===== config.mk =====
export PLATFORM = sky130hd
export DESIGN_NAME = pipe_out_fifo
export DESIGN_NICKNAME = d
export VERILOG_FILES = /design/src/rtl/pipe_out_fifo.sv
export SDC_FILE = /design/constraint.sdc
export NUM_CORES = 1
export LEC_CHECK = 0
export CAP_MARGIN = 20
export CORE_UTILIZATION = 55
export CTS_BUF_LIST = sky130_fd_sc_hd__clkbuf_8
export DETAILED_ROUTE_END_ITERATION = 7
export PLACE_DENSITY = 0.82
export SYNTH_ARGS = -nofsm -noshare
export SYNTH_HDL_FRONTEND = slang
export SYNTH_SLANG_ARGS = --single-unit

===== constraint.sdc =====
create_clock -name clock -period 4.6 [get_ports clock]
set_input_delay 0.92 -clock clock [delete_from_list [all_inputs] [get_ports clock]]
set_output_delay 0.92 -clock clock [all_outputs]
set_load 0.01 [all_outputs]

===== src/rtl/pipe_out_fifo.sv =====
// Output buffer behind the 3-stage increment pipeline: captures every valid result
// into a small FIFO, serves it over valid/ready, and counts words lost when full.
module pipe_out_fifo #(
  parameter int DWIDTH = 4,
  parameter int DEPTH  = 4,
  parameter int CWIDTH = $clog2(DEPTH) + 1
) (
  input  logic              clock,
  input  logic              reset,
  input  logic              in_valid,
  input  logic [DWIDTH-1:0] in_data,
  output logic              out_valid,
  input  logic              out_ready,
  output logic [DWIDTH-1:0] out_data,
  output logic [CWIDTH-1:0] count,
  output logic              overflow,
  output logic [7:0]        drop_count,
  input  logic              clear_ovf
);

  localparam int AWIDTH = $clog2(DEPTH);
  localparam logic [CWIDTH-1:0] FULL_COUNT = CWIDTH'(DEPTH);

  logic [DWIDTH-1:0] r_mem [DEPTH];
  logic [AWIDTH-1:0] r_rdPtr;
  logic [AWIDTH-1:0] r_wrPtr;
  logic [CWIDTH-1:0] r_count;
  logic              r_overflow;
  logic [7:0]        r_dropCount;

  logic w_full;
  logic w_pop;
  logic w_push;
  logic w_drop;

  // A pop frees the slot a same-cycle push needs, so a full FIFO still accepts then.
  assign w_full = (r_count == FULL_COUNT);
  assign w_pop  = (r_count != '0) & out_ready;
  assign w_push = in_valid & (~w_full | w_pop);
  assign w_drop = in_valid & w_full & ~w_pop;

  always_ff @(posedge clock) begin
    if (w_push) begin
      r_mem[r_wrPtr] <= in_data;
    end
  end

  always_ff @(posedge clock or posedge reset) begin
    if (reset) begin
      r_rdPtr <= '0;
      r_wrPtr <= '0;
      r_count <= '0;
    end else begin
      if (w_push) begin
        r_wrPtr <= r_wrPtr + AWIDTH'(1);
      end
      if (w_pop) begin
        r_rdPtr <= r_rdPtr + AWIDTH'(1);
      end
      r_count <= r_count + CWIDTH'(w_push) - CWIDTH'(w_pop);
    end
  end

  // A drop in the same cycle as a clear survives the clear as the first new loss.
  always_ff @(posedge clock or posedge reset) begin
    if (reset) begin
      r_overflow  <= 1'b0;
      r_dropCount <= 8'd0;
    end else if (clear_ovf) begin
      r_overflow  <= w_drop;
      r_dropCount <= w_drop ? 8'd1 : 8'd0;
    end else if (w_drop) begin
      r_overflow <= 1'b1;
      if (r_dropCount != 8'hFF) begin
        r_dropCount <= r_dropCount + 8'd1;
      end
    end
  end

  assign out_valid  = (r_count != '0);
  assign out_data   = out_valid ? r_mem[r_rdPtr] : '0;
  assign count      = r_count;
  assign overflow   = r_overflow;
  assign drop_count = r_dropCount;

endmodule


* Yosys cells after proc, flatten, opt, wreduce, memory -nomap -nowiden
Memory sizes are Yosys's and may differ from the RTL's.
Cells that the tools add are included.
** Cells by class
- Add/sub/neg operators :: 5
- Bitwise logic cells :: 7
- Reduce and logical (&&, ||, !) cells :: 4
- Muxes and demuxes :: 9
- Equal/unequal tests :: 2
** Operator list (count)
- 2-to-1 mux 8 bit :: 3
- adder 8 x 1 -> 8 bit (second input constant) :: 1
- != test 8 bit (second input constant) :: 1
- 2-to-1 mux 1 bit :: 5
- adder 2 x 1 -> 2 bit (second input constant) :: 2
- bitwise AND 1 bit :: 4
- 2-to-1 mux 4 bit :: 1
- nonzero test 2 bit :: 2
- adder 3 x 1 -> 3 bit :: 1
- equality test 3 bit (second input constant) :: 1
- nonzero test 3 bit :: 1
- subtractor 3 x 1 -> 3 bit :: 1
- NOT 1 bit :: 2
- AND reduction 2 bit :: 1
- bitwise OR 1 bit :: 1
** Word-level totals
- Flip-flop bits (word level) :: 16
- Memories :: 1
- Logic and storage cells :: 33
- Output and inout bits :: 17
- RAM bits :: 16
- Input port bits :: 9
** Memories
- r_mem :: words 4, width 4, read ports 1, clocked after memory_dff 0, write ports 1, line 24 : logic [DWIDTH-1:0] r_mem [DEPTH];

* Depth between registers and ports, before layout
- Depth after elaboration :: 6
- Mapped depth :: 11
- Mapped depth without buffers :: 10

* Worst setup path before layout
OpenSTA, ideal clock, no wires.
- Kind :: input -> register
- From :: in out_ready
- To :: reg r_count[2] (netlist: count[2])
- Stages :: 11
- Path slack :: 1.581 ns
- Setup time :: 0.126 ns
- Arrival time :: 2.893 ns
- Path through :: nor4b_4 and2b_2 clkbuf_1 inv_1 ha_1 inv_1 ha_1 inv_1 fa_1 xnor2_1 xnor2_1
** Between the ends
- Word-level cells in the longest chain between the ends :: 5
** Ends and longest elaborated chain
- start, declared :: line 13 : input logic out_ready,
- bitwise AND 1 bit (*) :: line 38 : assign w_pop = (r_count != '0) & out_ready;
- bitwise OR 1 bit :: line 39 : assign w_push = in_valid & (~w_full | w_pop);
- bitwise AND 1 bit :: line 39
- adder 3 x 1 -> 3 bit :: line 60 : r_count <= r_count + CWIDTH'(w_push) - CWIDTH'(w_pop);
- subtractor 3 x 1 -> 3 bit (*) :: line 60
- end signal, assigned :: line 60
- end, declared :: line 27 : logic [CWIDTH-1:0] r_count;
Mark *: on every way between the ends. The rest lies on a longest branch, timed or not.
A chain may end at the register's enable or synchronous reset.

* Worst setup path after layout
Ends and elaborated chain as after synthesis.

==> impl_metrics.csv <==
group,metric,value,unit
yosys,synth.avg_cell_area,13.40,um2
worst_setup_path,required,4800,ps
route,ant_nets,0,
route,wire_per_inst,16.42,um
sta,max_freq,294.6,MHz
worst_setup_path,arrival,3590,ps
yosys,syn_inst,113,
yosys,syn-num-nets,130,
sta,finalCritPeriodShare,0.7378,
pwr,clock_power_share,0.246,
sta,maxSlewHeadroom,0.5914,
global_route,grt_first_pass_wirelength,4395,um
hold_path,hold_class,"reg2reg",
worst_setup_path,crit_fanout,8,
die,die_area,2966,um2
clocking,clock-root-buffer,"clkbuf_8",
worst_setup_path,critPathCaptureType,"register",
clocking,cts_buffer_depth,2,
sta,tightest_slew,612.3,ps
yosys,synth_compound_gate_area_share,0.04959,
cells_and_area,area_delta_synth_final,25.12,%
clocking,ctsHoldBuffers,0,
route,vias_per_cell,5.651,
global_route,grt_pass1_vias,972,
yosys,synth_fa_ha_area_frac,0.07107,
sta,setup_tns,0,ps
worst_setup_path,crit_type,"in2reg",
pwr,pwr_density_cell,553.2,nW/um2
placed_design,io_buffers,25,
pwr,power_frac_comb,0.337,
yosys,yosysWarnings,0,
pwr,ir_worst_vdd,467.3,uV
pwr,p_int,0.7335,mW
job,cap_violations,0,
route,first_pass_iters,4,
yosys,synth_top_area_cell,"edfxtp_1",
yosys,async_reset_ff_frac,0.5000,
route,vias,972,
pwr,p_leak,0.7617,nW
cells_and_area,fillers,175,
cells_and_area,final_util,0.7443,
pwr,swShare,0.3000,
clocking,ctsHtreeMaxLevel,2,
clocking,cts_tree,"built",
cells_and_area,multi_input_area,584.3,um2
pwr,switchingPower,0.3143,mW
die,start_util,0.5949,
cells_and_area,drive_gt1_frac,0.1056,
yosys,synth.mux.area_fraction,0.07934,
yosys,synth_common_cells,"dfrtp_1 (16), edfxtp_1 (16), and2_1 (9), inv_1 (9), ha_1 (7)",
cells_and_area,layout.nets,158,
clocking,cts_resized,0,
global_route,antenna_found_initial,0,
yosys,synth_ff_type,"edfxtp_1",
sta,post-route-min-period,3394,ps
yosys,synth_xor_area_frac,0.03471,
die,die_y,54.47,um
clocking,cts_inserted_buffers,5,
sta,rsz0062_at_grt,"false",
yosys,synth_seq_cells,32,
route,route.detailed.drc,0,
yosys,synth-simple-area-share,0.1512,
yosys,ys_seq_area_frac,0.5818,
status,status,"finished, final reports clean",
die,rows,18,
clocking,clock_sinks,32,
sta,hold_viol,0,
cells_and_area,seq_area,880.8,um2
yosys,synth.top_cell.area_share,0.3174,
global_route,grt_max_degree,17,
clocking,clock_latency,290,ps
yosys,ys_types,29,
yosys,synth_edf_count,16,
die,die_x,54.47,um
yosys,synth.area.top_cells,"edfxtp_1 (32%), dfrtp_1 (26%), mux4_2 (6.0%)",
route,drt-initial-drc-count,20,
pwr,p_seq_frac,0.416,
clocking,clkTransAtPathRegs,60,ps
yosys,synth_top_family_by_area,"simple AND/OR/NAND/NOR gates",
global_route,overflow,0,
yosys,syn_area,1514,um2
sta,skew,4.502,ps
placed_design,dp_hpwl,2063,um
sta,finalSetupViolCount,0,
die,core_area,2545,um2
sta,slew_viol_final,0,
cells_and_area,antenna_cells,0,
route,wl,2824,um
global_route,grt_use_total,0.2289,
die,ioPinCount,26,
clocking,cts_setup_buffers,0,
worst_setup_path,worstSetupStartpointType,"input pin",
placed_design,gp_congestion,0.7953,
[layout make-up]
type	instances	area share
Sequential cell	32	0.4650
Inverter	9	0.01783
Multi-Input combinational cell	68	0.3085
Tap cell	30	0.01982
Clock inverter	3	0.02048
Clock buffer	5	0.03633
Timing Repair Buffer	25	0.1321
[power groups by stage]
stage          combinational, mW  sequential, mW  clock, mW
2_1_floorplan              0.213           0.424          0
3_3_place_gp               0.332           0.434          0
3_5_place_dp               0.355           0.443          0
4_1_cts                    0.361           0.438      0.264
5_1_grt                    0.390           0.446      0.272
6_report                   0.354           0.436      0.258
[critical path, stage by stage]
cell	delay [ps]
clkdlybuf4s50_1	470
nor4b_4	540
and2b_2	340
inv_1	80
ha_1	240
inv_1	60
ha_1	140
inv_1	50
fa_1	370
xnor2_1	230
xnor2_1	160
[metal layers]
metal  global-route usage  wire, um  vias to the layer above
met3              0.06667       150                        7
met5                    0         0                        -
met1               0.2628      1192                      473
li1                     -         -                      463
met2               0.3801      1434                       29
met4               0.1282        46                        0
[flip-flops by register name, summed over array words and instances, names as in the netlist]
register / flops
r_mem: 16
drop_count: 8
r_rdPtr: 2
count: 3
overflow: 1
r_wrPtr: 2
[final timing paths]
check | slack (ps) | from | end | depth (start not counted)
max | 1210 | out_ready | count[2] | 11
min | 560 | count[2] | count[2] | 1
max reg2reg | 1870 | count[1] | count[2] | 10
min reg2reg | 560 | count[2] | count[2] | 1
max in group asynchronous | 3200 | reset | count[0] | 2
min in group asynchronous | 1000 | reset | drop_count[5] | 2
[kinds of logic after synthesis]
group	count (synthesis)
buffers and inverters	13
flip-flops	32
AND/OR/NAND/NOR	37
adder cells (fa/ha/maj)	8
XOR/XNOR	6
multiplexers	7
AO/OA/AOI/OAI	10
[cell usage in the layout (no fill, tap or decap), types with 2 or more instances in the layout]
| cell type | instances |
|---|---|
| clkdlybuf4s50_1 | 25 |
| dfrtp_1 | 16 |
| edfxtp_1 | 16 |
| inv_1 | 10 |
| and2_1 | 9 |
| ha_1 | 7 |
| nand3_1 | 5 |
| nand2_1 | 5 |
| clkbuf_8 | 5 |
| nor2_1 | 4 |
| o21ai_0 | 4 |
| xnor2_1 | 4 |
| mux4_2 | 4 |
| nand4_1 | 3 |
| mux2i_1 | 3 |
| and3_1 | 2 |
| and4_1 | 2 |
| xor2_1 | 2 |
| or3_1 | 2 |
| a21oi_1 | 2 |
[through the flow]
stage / instances / cell area [um2] / hold WS, ps / worst slack, ps / power, mW
after CTS: 172 / 1894 / 564.8 / 1192 / 1.062
after global placement: 164 / 1787 / 500.1 / 1083 / 0.7660
after floorplan: 113 / 1514 / 530.2 / 1581 / 0.6378
after detailed placement: 164 / 1787 / 531.9 / 978.4 / 0.7974
after global routing: 172 / 1894 / 580.6 / 1038 / 1.107
final: 172 / 1894 / 557.0 / 1206 / 1.048
Power figures use the tool's default switching activity.
